--- src/rtl/bsearch_pkg.sv ---
// Shared types for the binary search engine.
// FSM state encoding and search-mode constants.
package bsearch_pkg;

  typedef enum logic [2:0] {
    IDLE,
    ISSUE,
    WAIT,
    COMPARE,
    DONE
  } state_t;

  localparam logic MODE_EXACT = 1'b0;
  localparam logic MODE_LB    = 1'b1;

endpackage

--- src/rtl/bsearch_window.sv ---
// Half-open search window [lo,hi) with probe midpoint and lb hit flag.
// Ports: clk/reset, init_i/step_lo_i/step_hi_i strobes, data_i/key_i
// compared on step_hi, lo_o/hi_o/mid_o window, hit_o, empty_o (lo==hi).
module bsearch_window
  import bsearch_pkg::*;
#(
  parameter int DATA_W = 8,
  parameter int ADDR_W = 5
) (
  input  logic              clk,
  input  logic              reset,
  input  logic              init_i,
  input  logic              step_lo_i,
  input  logic              step_hi_i,
  input  logic [DATA_W-1:0] data_i,
  input  logic [DATA_W-1:0] key_i,
  output logic [ADDR_W:0]   lo_o,
  output logic [ADDR_W:0]   hi_o,
  output logic [ADDR_W:0]   mid_o,
  output logic              hit_o,
  output logic              empty_o
);

  localparam int W = ADDR_W + 1;
  localparam logic [ADDR_W:0] DEPTH = {1'b1, {ADDR_W{1'b0}}};

  logic [ADDR_W:0] lo_q, lo_d;
  logic [ADDR_W:0] hi_q, hi_d;
  logic            hit_q, hit_d;
  logic [ADDR_W:0] mid;

  // hi >= lo always holds, so the difference never wraps
  assign mid = lo_q + ((hi_q - lo_q) >> 1);

  always_comb begin
    lo_d  = lo_q;
    hi_d  = hi_q;
    hit_d = hit_q;
    if (init_i) begin
      lo_d  = '0;
      hi_d  = DEPTH;
      hit_d = 1'b0;
    end else if (step_lo_i) begin
      lo_d = mid + W'(1);
    end else if (step_hi_i) begin
      hi_d  = mid;
      hit_d = (data_i == key_i);
    end
  end

  always_ff @(posedge clk or posedge reset) begin
    if (reset) begin
      lo_q  <= '0;
      hi_q  <= '0;
      hit_q <= 1'b0;
    end else begin
      lo_q  <= lo_d;
      hi_q  <= hi_d;
      hit_q <= hit_d;
    end
  end

  assign lo_o    = lo_q;
  assign hi_o    = hi_q;
  assign mid_o   = mid;
  assign hit_o   = hit_q;
  assign empty_o = (lo_q == hi_q);

endmodule

--- src/rtl/binary_search_engine.sv ---
// Binary search over a sorted synchronous memory, exact or lower-bound.
// Ports: clk, reset, start/lb_mode/target request, busy/done/found/loc
// result, mem_rd_en/mem_addr/mem_data read port with MEM_LAT latency.
module binary_search_engine
  import bsearch_pkg::*;
#(
  parameter int DATA_W  = 8,
  parameter int ADDR_W  = 5,
  parameter int MEM_LAT = 1
) (
  input  logic              clk,
  input  logic              reset,
  input  logic              start,
  input  logic              lb_mode,
  input  logic [DATA_W-1:0] target,
  output logic              busy,
  output logic              done,
  output logic              found,
  output logic [ADDR_W:0]   loc,
  output logic              mem_rd_en,
  output logic [ADDR_W-1:0] mem_addr,
  input  logic [DATA_W-1:0] mem_data
);

  localparam int CW = $clog2(MEM_LAT + 1);

  state_t            state_q, state_d;
  logic [CW-1:0]     cnt_q, cnt_d;
  logic [DATA_W-1:0] key_q, key_d;
  logic              mode_q, mode_d;
  logic              found_q, found_d;
  logic [ADDR_W:0]   loc_q, loc_d;
  logic [ADDR_W-1:0] addr_q, addr_d;

  logic            win_init, step_lo, step_hi;
  logic [ADDR_W:0] lo, hi, mid;
  logic            hit, empty;

  bsearch_window #(
    .DATA_W(DATA_W),
    .ADDR_W(ADDR_W)
  ) u_window (
    .clk       (clk),
    .reset     (reset),
    .init_i    (win_init),
    .step_lo_i (step_lo),
    .step_hi_i (step_hi),
    .data_i    (mem_data),
    .key_i     (key_q),
    .lo_o      (lo),
    .hi_o      (hi),
    .mid_o     (mid),
    .hit_o     (hit),
    .empty_o   (empty)
  );

  always_comb begin
    state_d   = state_q;
    cnt_d     = cnt_q;
    key_d     = key_q;
    mode_d    = mode_q;
    found_d   = found_q;
    loc_d     = loc_q;
    addr_d    = addr_q;
    win_init  = 1'b0;
    step_lo   = 1'b0;
    step_hi   = 1'b0;
    busy      = 1'b0;
    done      = 1'b0;
    mem_rd_en = 1'b0;
    unique case (state_q)
      IDLE: begin
        if (start) begin
          key_d    = target;
          mode_d   = lb_mode;
          found_d  = 1'b0;
          loc_d    = '0;
          win_init = 1'b1;
          state_d  = ISSUE;
        end
      end
      ISSUE: begin
        busy = 1'b1;
        if (empty) begin
          if (mode_q == MODE_LB) begin
            loc_d   = lo;
            found_d = hit;
          end else begin
            loc_d   = '0;
            found_d = 1'b0;
          end
          state_d = DONE;
        end else begin
          mem_rd_en = 1'b1;
          addr_d    = mid[ADDR_W-1:0];
          cnt_d     = '0;
          state_d   = (MEM_LAT > 1) ? WAIT : COMPARE;
        end
      end
      WAIT: begin
        busy = 1'b1;
        // WAIT spans MEM_LAT-1 cycles, counted 0..MEM_LAT-2
        if (int'(cnt_q) == MEM_LAT - 2) begin
          state_d = COMPARE;
        end else begin
          cnt_d = cnt_q + CW'(1);
        end
      end
      COMPARE: begin
        busy = 1'b1;
        if (mode_q == MODE_EXACT && mem_data == key_q) begin
          found_d = 1'b1;
          loc_d   = mid;
          state_d = DONE;
        end else if (mem_data < key_q) begin
          step_lo = 1'b1;
          state_d = ISSUE;
        end else begin
          step_hi = 1'b1;
          state_d = ISSUE;
        end
      end
      DONE: begin
        done    = 1'b1;
        state_d = IDLE;
      end
      default: state_d = IDLE;
    endcase
  end

  always_ff @(posedge clk or posedge reset) begin
    if (reset) begin
      state_q <= IDLE;
      cnt_q   <= '0;
      key_q   <= '0;
      mode_q  <= MODE_EXACT;
      found_q <= 1'b0;
      loc_q   <= '0;
      addr_q  <= '0;
    end else begin
      state_q <= state_d;
      cnt_q   <= cnt_d;
      key_q   <= key_d;
      mode_q  <= mode_d;
      found_q <= found_d;
      loc_q   <= loc_d;
      addr_q  <= addr_d;
    end
  end

  // Present the new probe address in the strobe cycle, then hold it
  assign mem_addr = mem_rd_en ? mid[ADDR_W-1:0] : addr_q;
  assign found    = found_q;
  assign loc      = loc_q;

endmodule

--- config.mk ---
export PLATFORM = sky130hd
export DESIGN_NAME = binary_search_engine
export DESIGN_NICKNAME = d
export VERILOG_FILES = /design/src/rtl/bsearch_pkg.sv /design/src/rtl/bsearch_window.sv /design/src/rtl/binary_search_engine.sv
export SDC_FILE = /design/constraint.sdc
export NUM_CORES = 1
export LEC_CHECK = 0
export CAP_MARGIN = 0
export CORE_UTILIZATION = 45
export CTS_CLUSTER_DIAMETER = 60
export DETAILED_ROUTE_END_ITERATION = 6
export PLACE_DENSITY = 0.65
export SETUP_SLACK_MARGIN = 0.02
export SLEW_MARGIN = 40
export SYNTH_ARGS = -nofsm -noshare
export SYNTH_HDL_FRONTEND = slang
export SYNTH_SLANG_ARGS = --single-unit
--- constraint.sdc ---
create_clock -name clk -period 9.45 [get_ports clk]
set_clock_uncertainty 0.1 [all_clocks]
set_input_delay 1.89 -clock clk [delete_from_list [all_inputs] [get_ports clk]]
set_output_delay 1.89 -clock clk [all_outputs]
set_load 0.02 [all_outputs]
==> impl_metrics.ini <==
[yosys]
yosys_warnings = 0
seq_area_frac_synth = 0.403
avgSynthCellArea_um2 = 11.1
async_reset_ff_frac = 1.00
synth_ff_type = dfrtp_1
synth_edf_count = 0
ys_ff_latch = 37
yosysUniqueCellTypes = 50
synthCells = 207
synth_nets = 248
synth_area_um2 = 2300

[finish]
fin_nets = 288
finalNonFillerCells = 314
layout.cells.most_common = dfrtp_1
diodes = 0
syn_to_final_growth_pct = 22.3
multi_input_area_um2 = 1280
drive_gt1_frac = 0.146
mostFrequentLayoutCells = 37 x dfrtp_1, 34 x clkdlybuf4s50_1, 20 x inv_1
final.fill_count = 427
seq_area_um2 = 926
final_core_util = 0.583

[clock_tree]
cts_buffers = 5
clockBufferDepth = 2
clock_latency_ns = 0.29
cts_sinks = 37
postCtsHoldBufs = 0
postCtsSetupBuffers = 0
clkTransAtPathRegs_ns = 0.07
post_cts_resized = 0
cts_tree = yes
cts_max_level = 2
cts_root_buf = clkbuf_8

[timing]
fin_setup_tns_ns = 0
finalHoldViolations = 0
final_max_slew_viol_count = 0
fmax_ghz = 0.183
tightest_slew_ns = 0.666
finalSetupViolations = 0
fin_crit_ns = 5.48
slew_headroom = 0.556
post-route-period-util = 0.579
holdWs_ns = 0.398
rsz0062_at_grt = no

[global_routing]
grt_antenna_before_repair = 0
grt_pass1_vias = 1652
overflow = 0
track_usage = 0.202
grt_max_degree = 38
grt_pass1_wl_mm = 8.16

[setup_path]
worstPathArrival_ns = 3.49
crit_path_start_kind = flop
path_class = reg2out
crit_path_max_fanout = 5
worstRegToRegCells = 11
worstPathRequired_ns = 7.46
endpoint_kind = primary output

[floorplanning]
pin_count = 35
core_um2 = 4820
die_x_um = 73.5
die_h_um = 73.5
start_util = 0.477
die_area_um2 = 5390
rows = 25

[hold_path]
hp-class = reg2reg
hold-path-cell-count = 1

[run_status]
outcome = finished clean

[drt]
drt-wirelength-per-cell_um = 15.0
via_per_inst = 5.20
drt_first_pass_iters = 4
drt_wl_total_mm = 4.72
drtIter0Drc = 57
drc_errors = 0
final_antenna_net_count = 0
vias = 1632

[placement]
portBuffers = 34
dpl.hpwl_mm = 3.63
post-place-cells = 307
gp_congestion = 0.803

[run]
maxCapViolations = 0
[worst max-delay path: stages, from the launching register on]
cell,delay [ns]
dfrtp_1,0.43
ha_1,0.21
inv_1,0.08
fa_1,0.43
ha_1,0.23
fa_1,0.40
a21o_1,0.17
a21oi_1,0.17
xnor2_1,0.24
mux2_2,0.24
clkdlybuf4s50_1,0.59
[through the flow]
step | setup slack [ns] | area (um^2)
floorplan | 5.00 | 2300
global placement | 4.29 | 2720
detailed placement | 4.28 | 2720
CTS | 3.96 | 2810
global route | 3.68 | 2810
finish | 3.97 | 2810
[registers in the layout (all words and copies together) (netlist names)]
name / flops
key_q: 8
state_q: 3
u_window.hi_o: 6
u_window.lo_o: 6
mode_q: 1
u_window.hit_o: 1
found: 1
loc: 6
addr_q: 5
[final timing paths]
check	start	to	slack [ns]
setup / recovery	u_window.lo_o[0]$_DFFE_PP0P_	mem_addr[4]	3.97
hold / removal	loc[2]$_DFFE_PP0P_	loc[2]$_DFFE_PP0P_	0.40
setup reg to reg	u_window.lo_o[0]$_DFFE_PP0P_	u_window.lo_o[5]$_DFFE_PP0P_	6.24
hold reg to reg	loc[2]$_DFFE_PP0P_	loc[2]$_DFFE_PP0P_	0.40
max in group asynchronous	reset	u_window.hi_o[4]$_DFFE_PP0P_	6.99
min in group asynchronous	reset	u_window.lo_o[5]$_DFFE_PP0P_	1.92
[Yosys cell counts, types with 2 or more instances]
cell type,instances,share of area
xnor2_1,4,0.015
a21oi_1,7,0.015
mux2_1,3,0.015
ha_1,19,0.10
mux2i_1,10,0.044
a22oi_1,5,0.016
nor2b_1,2,0.0054
o2bb2ai_1,7,0.027
nor3_2,2,0.0087
xor2_1,8,0.031
inv_1,20,0.033
nand2_1,18,0.029
and4_1,2,0.0076
buf_2,2,0.0044
nor2_1,8,0.013
and2_1,2,0.0054
mux2_2,11,0.054
o21ai_1,2,0.0044
a21o_1,4,0.013
o21ai_0,3,0.0065
nand3_1,2,0.0044
fa_1,2,0.017
dfrtp_1,37,0.40
[final cells by class]
cell class | instances | share of cell area
repair buffers | 36 | 0.127
clock buffers | 7 | 0.0307
well taps | 67 | 0.0298
inverters | 21 | 0.0281
multi-input cells | 146 | 0.455
flip-flops and latches | 37 | 0.330
[metal layers]
metal / global-route usage / vias to the layer above / routed length, um
met5: 0 / - / 0
met4: 0.0513 / 0 / 43
met3: 0.0439 / 4 / 139
met2: 0.307 / 31 / 2170
met1: 0.293 / 787 / 2370
li1: - / 810 / -
[kinds of logic after synthesis]
family	share of synthesized area
compound gates	0.144
xor+xnor	0.0458
fa+ha+maj	0.121
buf+inv	0.0403
flops	0.403
mux	0.119
simple gates	0.127
Power is left out: the tool's default activity adds up to more than one toggle a clock period on the data nets, which glitch-free logic cannot reach.
